### src/rtl/battle_pkg.sv
// rtl/battle_pkg.sv - shared field geometry and tile types for the battle field blocks
// Purpose: tile geometry constants, bullet direction encoding and the tile coordinate struct.
// Ports: none (package).
package battle_pkg;

    localparam int BLOCK_SIZE  = 32;
    localparam int COLS        = 17;
    localparam int ROWS        = 14;
    localparam int BLOCK_SHIFT = $clog2(BLOCK_SIZE);

    typedef enum logic [1:0] {
        DIR_UP    = 2'd0,
        DIR_RIGHT = 2'd1,
        DIR_DOWN  = 2'd2,
        DIR_LEFT  = 2'd3
    } dir_t;

    typedef struct packed {
        logic [4:0] col;
        logic [3:0] row;
    } tile_coord_t;

endpackage

### src/rtl/pixel_to_tile.sv
// rtl/pixel_to_tile.sv - maps a pixel position to a field tile coordinate
// Purpose: combinational bounds check of a pixel against the field and tile index extraction.
// Ports:
//   p_x, p_y                 pixel position
//   top_left_x, top_left_y   field top-left corner
//   in_field                 1 when the pixel lies inside the field
//   tile                     tile column/row (meaningful only when in_field = 1)
module pixel_to_tile
    import battle_pkg::*;
(
    input  logic [10:0]  p_x,
    input  logic [10:0]  p_y,
    input  logic [10:0]  top_left_x,
    input  logic [10:0]  top_left_y,
    output logic         in_field,
    output tile_coord_t  tile
);

    localparam logic [11:0] FIELD_W = 12'(COLS * BLOCK_SIZE);
    localparam logic [11:0] FIELD_H = 12'(ROWS * BLOCK_SIZE);

    logic [10:0] off_x;
    logic [10:0] off_y;
    logic        in_x;
    logic        in_y;

    always_comb begin
        off_x = p_x - top_left_x;
        off_y = p_y - top_left_y;
        // 12-bit compares so that topLeft + field size cannot wrap around.
        in_x = ({1'b0, p_x} >= {1'b0, top_left_x}) &&
               ({1'b0, p_x} <  ({1'b0, top_left_x} + FIELD_W));
        in_y = ({1'b0, p_y} >= {1'b0, top_left_y}) &&
               ({1'b0, p_y} <  ({1'b0, top_left_y} + FIELD_H));
        in_field = in_x && in_y;
        tile.col = 5'(off_x >> BLOCK_SHIFT);
        tile.row = 4'(off_y >> BLOCK_SHIFT);
    end

endmodule

### src/rtl/brick_hit_reporter.sv
// rtl/brick_hit_reporter.sv - per-frame bullet vs brick probe and collision reporter
// Purpose: once per frame probes two pixels just beyond the bullet's leading edge, reports each
//          occupied tile as a collision request and tells the bullet to die on a hit or field exit.
// Ports:
//   clk, reset                   clock, synchronous active-high reset
//   startOfFrame, bulletActive   pass trigger and bullet presence
//   bulletX, bulletY, bulletDir  bullet top-left position and travel direction
//   topLeftX, topLeftY           field origin
//   matrix                       brick occupancy [row][col]
//   collision                    hit request, held HOLD_CYCLES per tile
//   brickCollisionX/Y            tile column/row of the current request
//   bulletKill                   one-cycle bullet removal pulse
//   hitCount                     saturating count of reported tiles
module brick_hit_reporter
    import battle_pkg::*;
#(
    parameter int BULLET_SIZE = 8,
    parameter int HOLD_CYCLES = 2
) (
    input  logic                       clk,
    input  logic                       reset,
    input  logic                       startOfFrame,
    input  logic                       bulletActive,
    input  logic [10:0]                bulletX,
    input  logic [10:0]                bulletY,
    input  logic [1:0]                 bulletDir,
    input  logic [10:0]                topLeftX,
    input  logic [10:0]                topLeftY,
    input  logic [ROWS-1:0][COLS-1:0]  matrix,
    output logic                       collision,
    output logic [4:0]                 brickCollisionX,
    output logic [3:0]                 brickCollisionY,
    output logic                       bulletKill,
    output logic [7:0]                 hitCount
);

    typedef enum logic [2:0] {
        S_IDLE,
        S_SAMPLE,
        S_PROBE0,
        S_PROBE1,
        S_ASSERT,
        S_RELEASE,
        S_DONE
    } state_t;

    localparam int          HW     = (HOLD_CYCLES > 1) ? $clog2(HOLD_CYCLES) : 1;
    localparam logic [10:0] S_FULL = 11'(BULLET_SIZE);
    localparam logic [10:0] S_LAST = 11'(BULLET_SIZE - 1);

    state_t       state, state_next;
    logic         kill_next;

    logic [10:0]  x_q, y_q;
    dir_t         dir_q;
    logic [10:0]  p0_x, p0_y, p1_x, p1_y;
    logic [10:0]  p0_x_c, p0_y_c, p1_x_c, p1_y_c;

    logic         in0_c, in1_c, hit0_c, hit1_c;
    tile_coord_t  tile0_c, tile1_c;
    logic         hit0, hit1;
    tile_coord_t  tile0, tile1;
    logic         second_pending;
    logic [HW-1:0] hold_cnt;

    // Leading-edge probe points; 11-bit wrap on underflow is caught by the bounds check.
    always_comb begin
        p0_x_c = x_q;
        p0_y_c = y_q;
        p1_x_c = x_q;
        p1_y_c = y_q;
        case (dir_q)
            DIR_UP: begin
                p0_y_c = y_q - 11'd1;
                p1_x_c = x_q + S_LAST;
                p1_y_c = y_q - 11'd1;
            end
            DIR_DOWN: begin
                p0_y_c = y_q + S_FULL;
                p1_x_c = x_q + S_LAST;
                p1_y_c = y_q + S_FULL;
            end
            DIR_LEFT: begin
                p0_x_c = x_q - 11'd1;
                p1_x_c = x_q - 11'd1;
                p1_y_c = y_q + S_LAST;
            end
            default: begin
                p0_x_c = x_q + S_FULL;
                p1_x_c = x_q + S_FULL;
                p1_y_c = y_q + S_LAST;
            end
        endcase
    end

    pixel_to_tile u_probe0 (
        .p_x        (p0_x),
        .p_y        (p0_y),
        .top_left_x (topLeftX),
        .top_left_y (topLeftY),
        .in_field   (in0_c),
        .tile       (tile0_c)
    );

    pixel_to_tile u_probe1 (
        .p_x        (p1_x),
        .p_y        (p1_y),
        .top_left_x (topLeftX),
        .top_left_y (topLeftY),
        .in_field   (in1_c),
        .tile       (tile1_c)
    );

    // The matrix index is only meaningful in-field; the AND masks any out-of-range read.
    always_comb begin
        hit0_c = in0_c && matrix[tile0_c.row][tile0_c.col];
        hit1_c = in1_c && matrix[tile1_c.row][tile1_c.col];
    end

    always_comb begin
        state_next = state;
        kill_next  = 1'b0;
        case (state)
            S_IDLE:   if (startOfFrame && bulletActive) state_next = S_SAMPLE;
            S_SAMPLE: state_next = S_PROBE0;
            S_PROBE0: begin
                if (!in0_c && !in1_c) begin
                    state_next = S_DONE;
                    kill_next  = 1'b1;
                end else if (!hit0_c && !hit1_c) begin
                    state_next = S_DONE;
                end else begin
                    state_next = S_PROBE1;
                end
            end
            S_PROBE1: state_next = S_ASSERT;
            S_ASSERT: if (hold_cnt == HW'(HOLD_CYCLES - 1)) state_next = S_RELEASE;
            S_RELEASE: begin
                if (second_pending) begin
                    state_next = S_ASSERT;
                end else begin
                    // RELEASE is only reached after a report, so the pass always ends in a kill.
                    state_next = S_DONE;
                    kill_next  = 1'b1;
                end
            end
            S_DONE:   state_next = S_IDLE;
            default:  state_next = S_IDLE;
        endcase
    end

    always_ff @(posedge clk) begin
        if (reset) begin
            state           <= S_IDLE;
            x_q             <= '0;
            y_q             <= '0;
            dir_q           <= DIR_UP;
            p0_x            <= '0;
            p0_y            <= '0;
            p1_x            <= '0;
            p1_y            <= '0;
            hit0            <= 1'b0;
            hit1            <= 1'b0;
            tile0           <= '0;
            tile1           <= '0;
            second_pending  <= 1'b0;
            hold_cnt        <= '0;
            collision       <= 1'b0;
            brickCollisionX <= '0;
            brickCollisionY <= '0;
            bulletKill      <= 1'b0;
            hitCount        <= '0;
        end else begin
            state      <= state_next;
            // Outputs are registered from the next state so they align with the state they belong to.
            collision  <= (state_next == S_ASSERT);
            bulletKill <= kill_next;

            if (state == S_IDLE && state_next == S_SAMPLE) begin
                x_q   <= bulletX;
                y_q   <= bulletY;
                dir_q <= dir_t'(bulletDir);
            end

            if (state == S_SAMPLE) begin
                p0_x <= p0_x_c;
                p0_y <= p0_y_c;
                p1_x <= p1_x_c;
                p1_y <= p1_y_c;
            end

            // Matrix is sampled here only; later receiver updates cannot change this pass.
            if (state == S_PROBE0) begin
                hit0  <= hit0_c;
                hit1  <= hit1_c;
                tile0 <= tile0_c;
                tile1 <= tile1_c;
            end

            if (state == S_PROBE1) begin
                second_pending  <= hit0 && hit1 && (tile0 != tile1);
                brickCollisionX <= hit0 ? tile0.col : tile1.col;
                brickCollisionY <= hit0 ? tile0.row : tile1.row;
            end

            if (state == S_RELEASE && second_pending) begin
                second_pending  <= 1'b0;
                brickCollisionX <= tile1.col;
                brickCollisionY <= tile1.row;
            end

            if (state != S_ASSERT && state_next == S_ASSERT) begin
                hold_cnt <= '0;
                if (hitCount != 8'hFF) hitCount <= hitCount + 8'd1;
            end else if (state == S_ASSERT) begin
                hold_cnt <= hold_cnt + HW'(1);
            end
        end
    end

endmodule

### config.mk
export PLATFORM = sky130hd
export DESIGN_NAME = brick_hit_reporter
export DESIGN_NICKNAME = d
export VERILOG_FILES = /design/src/rtl/battle_pkg.sv /design/src/rtl/pixel_to_tile.sv /design/src/rtl/brick_hit_reporter.sv
export SDC_FILE = /design/constraint.sdc
export NUM_CORES = 1
export LEC_CHECK = 0
export ABC_AREA = 0
export CORE_ASPECT_RATIO = 1.4
export CORE_UTILIZATION = 25
export CTS_BUF_LIST = sky130_fd_sc_hd__clkbuf_2 sky130_fd_sc_hd__clkbuf_4 sky130_fd_sc_hd__clkbuf_8
export DETAILED_ROUTE_END_ITERATION = 16
export GPL_ROUTABILITY_DRIVEN = 0
export PLACE_DENSITY = 0.44
export SLEW_MARGIN = 15
export SYNTH_ARGS = -nofsm -noshare
export SYNTH_HDL_FRONTEND = slang
export SYNTH_SLANG_ARGS = --single-unit
### constraint.sdc
create_clock -name clk -period 6.9 [get_ports clk]
set_input_delay 1.38 -clock clk [delete_from_list [all_inputs] [get_ports clk]]
set_output_delay 1.38 -clock clk [all_outputs]
set_load 0.01 [all_outputs]
### After elaboration in Yosys (flattened, before gate mapping)

Cells that the tools add are included.

| cells by class | value |
|---|---|
| multiplexer cells | 27 |
| magnitude comparators | 12 |
| eq/ne operators | 12 |
| add/sub/neg operators | 14 |
| reductions and logical operators | 27 |

Operators by type and width:

| kind | count |
|---|---|
| 17-bit binary-select mux with 4-bit select | 2 |
| 11-bit case mux with 2 select lines | 4 |
| 11-bit by 12-bit < comparator with 1-bit output | 4 |
| 11-bit >= comparator | 4 |
| 17-bit 2-to-1 mux | 2 |
| 11-bit by 3-bit adder with 11-bit output, second input constant | 2 |
| 11-bit by 4-bit adder with 11-bit output, second input constant | 2 |
| 11-bit by 1-bit subtractor with 11-bit output, second input constant | 2 |
| 10-bit subtractor | 2 |
| 3-bit case mux with 6 select lines | 1 |
| 9-bit subtractor | 2 |
| 1-bit logical AND | 16 |
| 5-bit 2-to-1 mux | 3 |
| 11-bit by 10-bit adder with 12-bit output, second input constant | 1 |
| 11-bit by 9-bit adder with 12-bit output, second input constant | 1 |
| 5-bit by 6-bit < comparator with 1-bit output, second input constant | 2 |
| 3-bit 2-to-1 mux | 4 |
| 4-bit 2-to-1 mux | 3 |
| 1-bit binary-select mux with 5-bit select | 2 |
| 4-bit by 5-bit < comparator with 1-bit output, second input constant | 2 |
| 3-bit == test, second input constant | 3 |
| 9-bit inequality test | 1 |
| 8-bit by 1-bit adder with 8-bit output, second input constant | 1 |
| 8-bit inequality test, second input constant | 1 |
| 14 further kinds | 25 |

| storage, ports and cells | value |
|---|---|
| logic and storage cells | 113 |
| output and inout port bits | 19 |
| input bits | 288 |
| register bits | 112 |

### Depth between registers and ports, before layout

Gate-level depths: netlist (run 1).

| depth | value |
|---|---|
| word-level depth | 14 |
| depth in mapped cells | 18 |
| gate-level depth less buffers | 16 |

### Hierarchy

A second synthesis (run 1) with hierarchy kept.

| second synthesis, totals | value |
|---|---|
| cells, all modules | 1438 |
| area total of the unflattened synthesis | 12280.5 µm² |

Modules (own cells, without submodules):

| module | area an instance (µm²) | times used | sequential area each (µm²) | cells each |
|---|---|---|---|---|
| brick_hit_reporter | 9927.0 | 1 | 2242.2 | 1125 |
| pixel_to_tile at u_probe1 | 1239.9 | 1 | 0.0 | 166 |
| pixel_to_tile at u_probe0 | 1113.6 | 1 | 0.0 | 147 |

### Worst setup path before layout (run 1)

No wires, ideal clock.

| timing | value |
|---|---|
| kind | in2reg |
| from | input topLeftY[3] |
| to | register state[2] |
| path buffers | 1 |
| arrival time | 4.355 ns |
| required time | 6.814 ns |
| path slack | 2.459 ns |
| setup time | 0.086 ns |
| stages on the path | 15 |
| path through | inv_1 > ha_1 > a21o_1 > a21oi_1 > clkbuf_1 > nand2_2 > mux2i_1 > mux4_2 > nor2b_1 > or4_1 > nand4_1 > a32oi_1 > o211ai_2 > nand2_1 > a221oi_2 |

| between the ends | value |
|---|---|
| longest elaborated chain between the ends | 11 |
| elaborated cells on any way between the ends | 30 |
| those cells by class | add/sub: 3; order compare: 4; mux: 11; reduce/logical: 12 |

RTL lines:

| what | RTL line | text |
|---|---|---|
| start, declared | brick_hit_reporter.sv:28 | `input logic [10:0] topLeftY,` |
| 9-bit subtractor | pixel_to_tile.sv:29 | `off_y = p_y - top_left_y;` |
| 17-bit binary-select mux with 4-bit select, on equally long branches | brick_hit_reporter.sv:116, brick_hit_reporter.sv:117 |  |
| 17-bit 2-to-1 mux, on equally long branches | brick_hit_reporter.sv:116, brick_hit_reporter.sv:117 |  |
| 1-bit binary-select mux with 5-bit select, on equally long branches | brick_hit_reporter.sv:116, brick_hit_reporter.sv:117 |  |
| 1-bit 2-to-1 mux, on equally long branches | brick_hit_reporter.sv:116, brick_hit_reporter.sv:117 |  |
| 1-bit logical AND, on equally long branches | brick_hit_reporter.sv:116, brick_hit_reporter.sv:117 |  |
| 1-bit logical NOT | brick_hit_reporter.sv:130 | `end else if (!hit0_c && !hit1_c) begin` |
| 1-bit logical AND | brick_hit_reporter.sv:130 |  |
| 3-bit 2-to-1 mux | brick_hit_reporter.sv:130 |  |
| 3-bit 2-to-1 mux (*) | brick_hit_reporter.sv:127 | `if (!in0_c && !in1_c) begin` |
| 3-bit case mux with 6 select lines (*) | brick_hit_reporter.sv:123 | `case (state)` |
| end signal, assigned | brick_hit_reporter.sv:174 | `state <= state_next;` |
| end, declared | brick_hit_reporter.sv:51 | `state_t state, state_next;` |

Mark *: on every way between the ends. The rest lies on a longest branch, timed or not. The select of a mux whose other input is x is not followed.
A chain may end at the register's enable or synchronous reset.

### Worst setup path in the final report (run 1)

| timing | value |
|---|---|
| from | input topLeftY[1] |
| to | register state[0] |

The elaborated chain is that of the path after synthesis.

==> impl_metrics.json, run 1 <==
{
  "status": "finished clean",
  "cts_made_buffers": 9,
  "routedWlPerCell_um": 25.29,
  "synthSimpleGateAreaFrac": 0.2536,
  "cts_sinks": 112,
  "skew_ps": 12.22,
  "grtUsageMet1": 0.2925,
  "io_buffers": 306,
  "synth_cell_types": 88,
  "drive_gt1_frac": 0.06883,
  "ys_top_cells_by_area": "dfxtp_1 (16%), mux2i_1 (10%), nand2_1 (9.6%)",
  "die_area_mm2": 0.05746,
  "reg2reg_slack_ps": 2010,
  "reg2regPathDepth": 14,
  "synth_largest_area_cell": "dfxtp_1",
  "min_from": "p1_y[0]$_SDFFE_PP0P_",
  "num_rows": 102,
  "hold_slack_ps": 462.9,
  "criticalPathCategory": "in2reg",
  "synthMuxAreaShare": 0.1269,
  "synth-xor-area-share": 0.04518,
  "synthesis.area_mm2": 0.01412,
  "drtIter0Drc": 1463,
  "power.density_mw_per_mm2": 166.9,
  "yosysMostFrequentCell": "nand2_1",
  "postSynthAreaPerCell_um2": 6.981,
  "fmax_mhz": 165.2,
  "antenna_found_initial": 1,
  "root_buffer": "clkbuf_8",
  "io_pins": 307,
  "h-tree-depth": 3,
  "yosysWarnings": 0,
  "syn_inst": 2023,
  "initial_core_util": 0.2544,
  "path_cells": "clkdlybuf4s50_1, inv_1, ha_1, nor2b_4, o2111ai_2, a21oi_2, nor2_4, buf_4, mux2i_1, o221ai_1, a221oi_1, a2111oi_0, a311o_1, a32oi_2, a21o_1, a21oi_2",
  "final_nets": 2611,
  "vias": 17126,
  "maxCapViolCount": 0,
  "path_max_fanout": 32,
  "met2_usage": 0.4351,
  "setup_viol": 0,
  "final_antenna_net_count": 0,
  "grt_max_degree": 66,
  "min_to": "p1_y[0]$_SDFFE_PP0P_",
  "routed_via_density": 5.745,
  "synth_commonest_cells": "nand2_1 (360), nor2_1 (188), mux2i_1 (143)",
  "crit_buf_inv": 3,
  "synth_nets": 2387,
  "period_share": 0.8773,
  "globalRoute.busiestLayer": "met2",
  "p_comb_frac": 0.632,
  "synth_compound_area_frac": 0.2818,
  "rr_endpoint": "state[0]$_SDFF_PP0_",
  "critPathMostFrequentCell": "a21oi_2",
  "arrival_ps": 6400,
  "die_w_um": 202.9,
  "areaGrowthSynthToFinish_pct": 29.06,
  "core_mm2": 0.05552,
  "synth_top_family_by_area": "compound AO/OA/AOI/OAI gates",
  "place_worst_setup_slack_ps": 535.9,
  "synth_edf_count": 0,
  "holdBufCountCts": 0,
  "grt_pass1_wl_mm": 110.4,
  "clock_path_buffers": 2,
  "clkLatencyLatePin_ps": 420,
  "hold_path_depth": 2,
  "synth_seq_cells": 112,
  "use_met3": 0.03646,
  "worstPathRequired_ps": 7250,
  "slowest_delay_ps": 930,
  "fp.dieH_um": 283.2,
  "leakagePower_nw": 6.949,
  "power_frac_clock": 0.131,
  "grt_overflow_total": 0,
  "synth_adder_area_share": 0.06733,
  "yosys_most_used_dff": "dfxtp_1",
  "track_usage": 0.2532,
  "grt_setup_unrepaired": "false",
  "p_int_mw": 1.555,
  "cts_tree": "done",
  "pwr-share-seq": 0.237,
  "post_cts_buffers": 0,
  "first_global_vias": 16942,
  "synth_top_cell_area_share": 0.1588,
  "power_mw": 3.041,
  "worst_pin_slew_ps": 1158,
  "hp-class": "reg2reg",
  "drc": 0,
  "maxSlewViolCount": 0,
  "vdd_drop_max_v": 0.00007704,
  "yosysSeqAreaShare": 0.1588,
  "dr.pass1.iters": 6,
  "clkTransAtPathRegs_ps": 110,
  "cp-end-kind": "register",
  "r2r-start": "p1_y[1]$_SDFFE_PP0P_",
  "ctsResizeCount": 0,
  "drt-total-wl_mm": 75.40,
  "slew_headroom": 0.2263,
  "swShare": 0.4888,
  "worst_slack_ps": 846.5,
  "p_sw_mw": 1.487,
  "path_delay_family": "compound AO/OA/AOI/OAI gates",
  "setup_tns_ps": 0,
  "cp_slowest_cell": "nor2_4",
  "finalHoldViolCount": 0,
  "synth-async-reset-ratio": 0,
  "hpwl_mm": 59.89,
  "critPathLaunchType": "primary input",
  "period_needed_ps": 6053
}
[layer usage]
layer | wire length, um | part of all wire
met5 | 0 | 0
met4 | 5278 | 0.070
met3 | 5789 | 0.077
met2 | 35600 | 0.47
met1 | 28740 | 0.38
[final cells by class]
type,count,area (um2)
multi-input combinational,1695,11080
sequential,112,2242
timing repair buffer,373,3601
clock buffer,10,131.4
inverter,56,210.2
fill,6067,37290
clock inverter,6,51.30
antenna,1,2.502
tap,728,910.9
[placed cells by master (no fill, tap or decap), types with 19 or more instances in the layout]
| cell type | synthesis | layout |
|---|---|---|
| mux2i_1 | 143 | 143 |
| nand3_1 | 74 | 74 |
| o22ai_1 | 28 | 28 |
| nand2b_1 | 20 | 20 |
| a2111oi_0 | 26 | 26 |
| a21oi_1 | 128 | 126 |
| a211oi_1 | 65 | 65 |
| xnor2_1 | 48 | 44 |
| xor2_1 | 23 | 22 |
| nand2_1 | 360 | 360 |
| buf_4 | 12 | 65 |
| nor3_1 | 38 | 37 |
| inv_1 | 55 | 55 |
| dfxtp_1 | 112 | 112 |
| nor2_1 | 188 | 184 |
| a31oi_1 | 43 | 43 |
| nand4_1 | 36 | 36 |
| o21a_1 | 19 | 19 |
| clkdlybuf4s50_1 | 0 | 305 |
| ha_1 | 76 | 74 |
| o21ai_0 | 69 | 69 |
| mux2_2 | 22 | 22 |
[registers in the layout (all words and copies together), names as in the netlist, 2 cells and up]
| signal | count |
|---|---|
| tile0 | 9 |
| dir_q | 2 |
| p1_x | 11 |
| hitCount | 8 |
| p0_x | 11 |
| p1_y | 11 |
| state | 3 |
| brickCollisionX | 5 |
| tile1 | 9 |
| p0_y | 11 |
| brickCollisionY | 4 |
| y_q | 11 |
| x_q | 11 |
[cells by family (layout without fill, tap and decap cells)]
logic type | after synthesis | in the layout
xor gates and xnor gates | 72 | 72
other | 0 | 1
adders and majority gates | 76 | 76
DFF | 112 | 112
buffers and inverters | 216 | 445
AOI/OAI and AO/OA | 570 | 570
and+or+nand+nor | 807 | 807
muxes | 170 | 170
[power by group through the flow]
stage	logic [mW]	clock network, mW	registers (mW)
final	1.92	0.399	0.720
after global routing	2.02	0.445	0.726
after CTS	1.87	0.421	0.720
after detailed placement	1.86	0	0.735
after global placement	1.86	0	0.734
after floorplan	1.11	0	0.714
[stage by stage]
stage | std cells | util | area, um2
floorplan | 2023 | - | 14120
global placement | 2964 | 0.3249 | 18040
detailed placement | 2964 | 0.3249 | 18040
CTS | 2980 | 0.3282 | 18220
global route | 2981 | 0.3283 | 18230
finish | 2981 | 0.3283 | 18230
[worst max path at each step]
stage / from / end / cells after the start
2_1_floorplan: topLeftY[3] / state[2]$_SDFF_PP0_ / 15
5_1_grt: topLeftY[1] / state[2]$_SDFF_PP0_ / 16
4_1_cts: topLeftY[1] / state[0]$_SDFF_PP0_ / 16
6_report: topLeftY[1] / state[0]$_SDFF_PP0_ / 16
3_3_place_gp: topLeftY[1] / state[0]$_SDFF_PP0_ / 16
3_5_place_dp: topLeftY[1] / state[0]$_SDFF_PP0_ / 16
[worst register-to-register path, cell delays in order (launching register included)]
cell       delay [ps]
dfxtp_1           340
ha_1              290
nor2b_4           140
o2111ai_2         560
a21oi_2           320
nor2_4            930
buf_4             340
mux2i_1           100
o221ai_1          260
a221oi_1           80
a2111oi_0         730
a311o_1           260
a32oi_2            90
a21o_1            230
a21oi_2           130
(Power assumes the default switching activity.)
==> inputs of run 2 (changes only) <==
CTS_BUF_LIST = sky130_fd_sc_hd__clkbuf_4   (was sky130_fd_sc_hd__clkbuf_2 sky130_fd_sc_hd__clkbuf_4 sky130_fd_sc_hd__clkbuf_8)
==> run 2 against run 1 <==
Net effect:
- via count decreased by 0.62%
- worst setup slack better by 200 ps
- flip-flop and latch count unchanged
- core utilization down 0.10 points
- cell area decreased by 0.31%
- worst hold slack improved by 5.6 ps
- largest power group unchanged
- clock skew is 11 ps higher
- die area did not move
==> impl_metrics.json, run 2 (synthesized netlist as in run 1, its figures left out) <==
{
  "fillCellCount": 6075,
  "clkLatencyLatePin_ps": 550,
  "final_antenna_net_count": 0,
  "setup_viol": 0,
  "hpwl_mm": 59.89,
  "areaGrowthSynthToFinish_pct": 28.66,
  "grt_overflow_total": 0,
  "period_share": 0.8488,
  "cts_sinks": 112,
  "vdd_drop_max_v": 0.00006896,
  "core_mm2": 0.05552,
  "cts_tree": "done",
  "fmax_mhz": 170.7,
  "worstPathRequired_ps": 7390,
  "skew_ps": 22.87,
  "holdBufCountCts": 0,
  "drc": 0,
  "track_usage": 0.2532,
  "first_global_vias": 16923,
  "period_needed_ps": 5857,
  "die_w_um": 202.9,
  "power_mw": 2.979,
  "io_pins": 307,
  "drtIter0Drc": 1417,
  "path_max_fanout": 32,
  "fp.dieH_um": 283.2,
  "arrival_ps": 6340,
  "h-tree-depth": 3,
  "dr.pass1.iters": 6,
  "cts_made_buffers": 9,
  "io_buffers": 306,
  "finalHoldViolCount": 0,
  "cp-end-kind": "register",
  "grt_setup_unrepaired": "false",
  "routed_via_density": 5.709,
  "post_cts_buffers": 0,
  "grt_max_degree": 66,
  "leakagePower_nw": 6.925,
  "status": "finished clean",
  "clock_path_buffers": 2,
  "reg2regPathDepth": 14,
  "slew_headroom": 0.1852,
  "place_worst_setup_slack_ps": 535.9,
  "root_buffer": "clkbuf_4",
  "initial_core_util": 0.2544,
  "multi_input_area_mm2": 0.01108,
  "drt-total-wl_mm": 75.25,
  "num_rows": 102,
  "hold_path_depth": 2,
  "final_nets": 2611,
  "antenna_found_initial": 1,
  "ctsResizeCount": 0,
  "final_common_cell": "nand2_1",
  "drive_gt1_frac": 0.06883,
  "grt_pass1_wl_mm": 110.3,
  "vias": 17019,
  "worst_slack_ps": 1043,
  "criticalPathCategory": "in2reg",
  "critPathLaunchType": "primary input",
  "die_area_mm2": 0.05746,
  "hp-class": "reg2reg",
  "routedWlPerCell_um": 25.24,
  "clkTransAtPathRegs_ps": 190,
  "regArea_mm2": 0.002242,
  "hold_slack_ps": 468.5,
  "maxSlewViolCount": 0,
  "final_cell_mix": "nand2_1 (360), clkdlybuf4s50_1 (305), nor2_1 (184)",
  "power.density_mw_per_mm2": 163.9,
  "maxCapViolCount": 0,
  "setup_tns_ps": 0,
  "worst_pin_slew_ps": 1220
}
run 2: worst max-delay path, stage by stage:
cell,delay (ps)
clkdlybuf4s50_1,450
inv_1,70
ha_1,310
nor2b_4,140
o2111ai_2,570
a21oi_2,310
nor2_4,950
buf_4,330
mux2i_1,100
o221ai_1,260
a221oi_1,80
a2111oi_0,680
a311o_1,240
a32oi_2,80
a21o_1,230
a21oi_2,130
run 2: report_power, final:
group	leakage, nW	switching [mW]	internal, mW
Clock	0.0729	0.251	0.0833
Sequential	0.910	0.0407	0.681
Combinational	5.94	1.19	0.734
Total	6.93	1.48	1.50
run 2: final cells by class:
| cell class | count | share of cell area |
|---|---|---|
| multi-input cells | 1695 | 0.6097 |
| repair buffers | 373 | 0.1982 |
| flip-flops and latches | 112 | 0.1234 |
| well taps | 728 | 0.05013 |
| inverters | 56 | 0.01157 |
| clock buffers | 10 | 0.004131 |
| clock inverters | 6 | 0.002823 |
| diodes | 1 | 0.0001377 |
run 2: metal layers:
| metal | share of wire | vias to the layer above | global-route usage |
|---|---|---|---|
| met1 | 0.39 | 7947 | 0.2922 |
| met2 | 0.47 | 910 | 0.4351 |
| li1 | - | 7921 | - |
| met4 | 0.069 | 0 | 0.1596 |
| met5 | 0 | - | 0 |
| met3 | 0.070 | 241 | 0.03646 |
run 2: metrics by stage:
step | util | area (um2) | std cells
CTS | 0.3272 | 18160 | 2980
global placement | 0.3249 | 18040 | 2964
detailed placement | 0.3249 | 18040 | 2964
finish | 0.3273 | 18170 | 2981
global route | 0.3273 | 18170 | 2981
floorplan | - | 14120 | 2023
run 2: worst paths after layout:
check | start | end | slack [ps]
worst max register to register | p1_y[1]$_SDFFE_PP0P_ | state[0]$_SDFF_PP0_ | 2070
worst min register to register | p1_y[0]$_SDFFE_PP0P_ | p1_y[0]$_SDFFE_PP0P_ | 470
worst min-delay path | p1_y[0]$_SDFFE_PP0P_ | p1_y[0]$_SDFFE_PP0P_ | 470
worst max-delay path | topLeftY[1] | state[0]$_SDFF_PP0_ | 1040
==> inputs of run 3 (changes only) <==
clock period = 6 ns   (was 6.9 ns; I/O delays follow)
==> run 3 against run 2 <==
Net effect:
- first-iteration DRC count fell by 7.7%
- global-route usage fell by 0.35 points
- register-to-register slack got worse by 760 ps
- count of clock-buffer cells in the layout down 1
- core utilization rose by 0.65 points
- cell area is 2.0% higher
- sequential share of layout area decreased by 0.24 points
- cell count rose by 1.1%
- worst setup slack got worse by 700 ps
- via count grew 0.14%
- critical endpoint unchanged
- highest routed layer unchanged
==> impl_metrics.json, run 3 (synthesized netlist as in run 1, its figures left out) <==
{
  "status": "finished clean",
  "dr.pass1.iters": 7,
  "post_cts_buffers": 0,
  "regArea_mm2": 0.002242,
  "slowest_delay_ps": 1140,
  "cts_sinks": 112,
  "fillCellCount": 6084,
  "clkLatencyLatePin_ps": 550,
  "h-tree-depth": 3,
  "reg2reg_slack_ps": 1310,
  "use_met3": 0.02933,
  "globalRoute.busiestLayer": "met2",
  "skew_ps": 29.63,
  "clkTransAtPathRegs_ps": 200,
  "final_core_util": 0.3338,
  "first_global_vias": 16795,
  "cts_tree": "done",
  "criticalPathCategory": "in2reg",
  "setup_viol": 0,
  "core_mm2": 0.05552,
  "vdd_drop_max_v": 0.00008981,
  "cts_made_buffers": 9,
  "final_cell_mix": "nand2_1 (360), clkdlybuf4s50_1 (305), nor2_1 (184)",
  "final_antenna_net_count": 0,
  "drc": 0,
  "period_share": 0.9428,
  "vias": 17042,
  "worst_pin_slew_ps": 1314,
  "fp.dieH_um": 283.2,
  "grtUsageMet1": 0.2852,
  "grt_overflow_total": 0,
  "period_needed_ps": 5657,
  "finalHoldViolCount": 0,
  "io_pins": 307,
  "placed_area_mm2": 0.01837,
  "grt_pass1_wl_mm": 108.7,
  "routed_via_density": 5.652,
  "worstPathRequired_ps": 6500,
  "power.density_mw_per_mm2": 190.7,
  "hpwl_mm": 59.66,
  "grt_setup_unrepaired": "false",
  "fin_area_mm2": 0.01853,
  "instances_no_fill": 3015,
  "root_buffer": "clkbuf_4",
  "holdBufCountCts": 0,
  "drt-total-wl_mm": 74.50,
  "drive_gt1_frac": 0.08224,
  "path_max_fanout": 16,
  "die_area_mm2": 0.05746,
  "path_cells": "clkdlybuf4s50_1, inv_1, ha_4, and2_1, o21ai_0, a31oi_1, a21oi_2, a2111oi_0, buf_4, a31oi_1, a21oi_1, o22ai_1, nor3_1, o211ai_2, a21o_1, a21oi_2",
  "multi_input_area_mm2": 0.01107,
  "io_buffers": 306,
  "hp-class": "reg2reg",
  "dp_cells": 2998,
  "maxSlewViolCount": 0,
  "slew_headroom": 0.1012,
  "critPathLaunchType": "primary input",
  "num_rows": 102,
  "antenna_found_initial": 1,
  "arrival_ps": 6150,
  "routedWlPerCell_um": 24.71,
  "areaGrowthSynthToFinish_pct": 31.22,
  "crit_buf_inv": 3,
  "final_common_cell": "nand2_1",
  "cp-end-kind": "register",
  "leakagePower_nw": 7.126,
  "cp_slowest_cell": "a2111oi_0",
  "ctsResizeCount": 0,
  "clock_path_buffers": 2,
  "die_w_um": 202.9,
  "drtIter0Drc": 1308,
  "grt_max_degree": 66,
  "final_nets": 2645,
  "fmax_mhz": 176.8,
  "maxCapViolCount": 0,
  "initial_core_util": 0.2544,
  "met2_usage": 0.4394,
  "path_delay_family": "compound AO/OA/AOI/OAI gates",
  "track_usage": 0.2497
}
[run 3: changes by cell type in the layout (fill, tap and decap cells not counted), sizes merged]
cell	delta
buf	+34
bufinv	+1
clkbuf	-1
[run 3: where the power goes]
part,internal [mW],switching (mW),leakage [nW]
combinational,0.900,1.38,6.13
clock,0.135,0.291,0.0852
sequential,0.783,0.0469,0.910
total,1.82,1.72,7.13
[run 3: cell type report]
class / instances / area share
Multi-Input combinational cell: 1695 / 0.5972
Inverter: 56 / 0.01134
Tap cell: 728 / 0.04915
Antenna cell: 1 / 0.0001350
Sequential cell: 112 / 0.1210
Clock inverter: 7 / 0.004793
Timing Repair Buffer: 407 / 0.2128
Clock buffer: 9 / 0.003646
[run 3: final timing paths]
kind / from / to / depth (start not counted)
setup / recovery: topLeftY[6] / state[0]$_SDFF_PP0_ / 16
hold / removal: p1_x[0]$_SDFFE_PP0P_ / p1_x[0]$_SDFFE_PP0P_ / 2
setup reg to reg: p0_y[6]$_SDFFE_PP0P_ / state[0]$_SDFF_PP0_ / 14
hold reg to reg: p1_x[0]$_SDFFE_PP0P_ / p1_x[0]$_SDFFE_PP0P_ / 2
[run 3: per-layer routing]
| layer | vias to the layer above | routed length [um] |
|---|---|---|
| li1 | 7994 | - |
| met1 | 7998 | 29080 |
| met3 | 202 | 4449 |
| met5 | - | 0 |
| met2 | 848 | 36100 |
| met4 | 0 | 4866 |
[run 3: through the flow]
| stage | setup slack (ps) | power (mW) | hold slack [ps] | TNS, ps |
|---|---|---|---|---|
| floorplan | 1739 | 2.094 | 431.9 | 0 |
| global placement | -77.95 | 3.059 | 446.4 | -77.95 |
| detailed placement | -99.78 | 3.067 | 450.8 | -166.9 |
| CTS | 532.0 | 3.512 | 474.5 | 0 |
| global route | 445.6 | 3.704 | 502.3 | 0 |
| finish | 343.1 | 3.534 | 470.7 | 0 |
[run 3: worst register-to-register path, cell delays in order (launching register included)]
cell	delay, ps
dfxtp_1	390
ha_4	460
and2_1	360
o21ai_0	130
a31oi_1	350
a21oi_2	240
a2111oi_0	1140
buf_4	250
a31oi_1	40
a21oi_1	190
o22ai_1	230
nor3_1	380
o211ai_2	170
a21o_1	210
a21oi_2	120
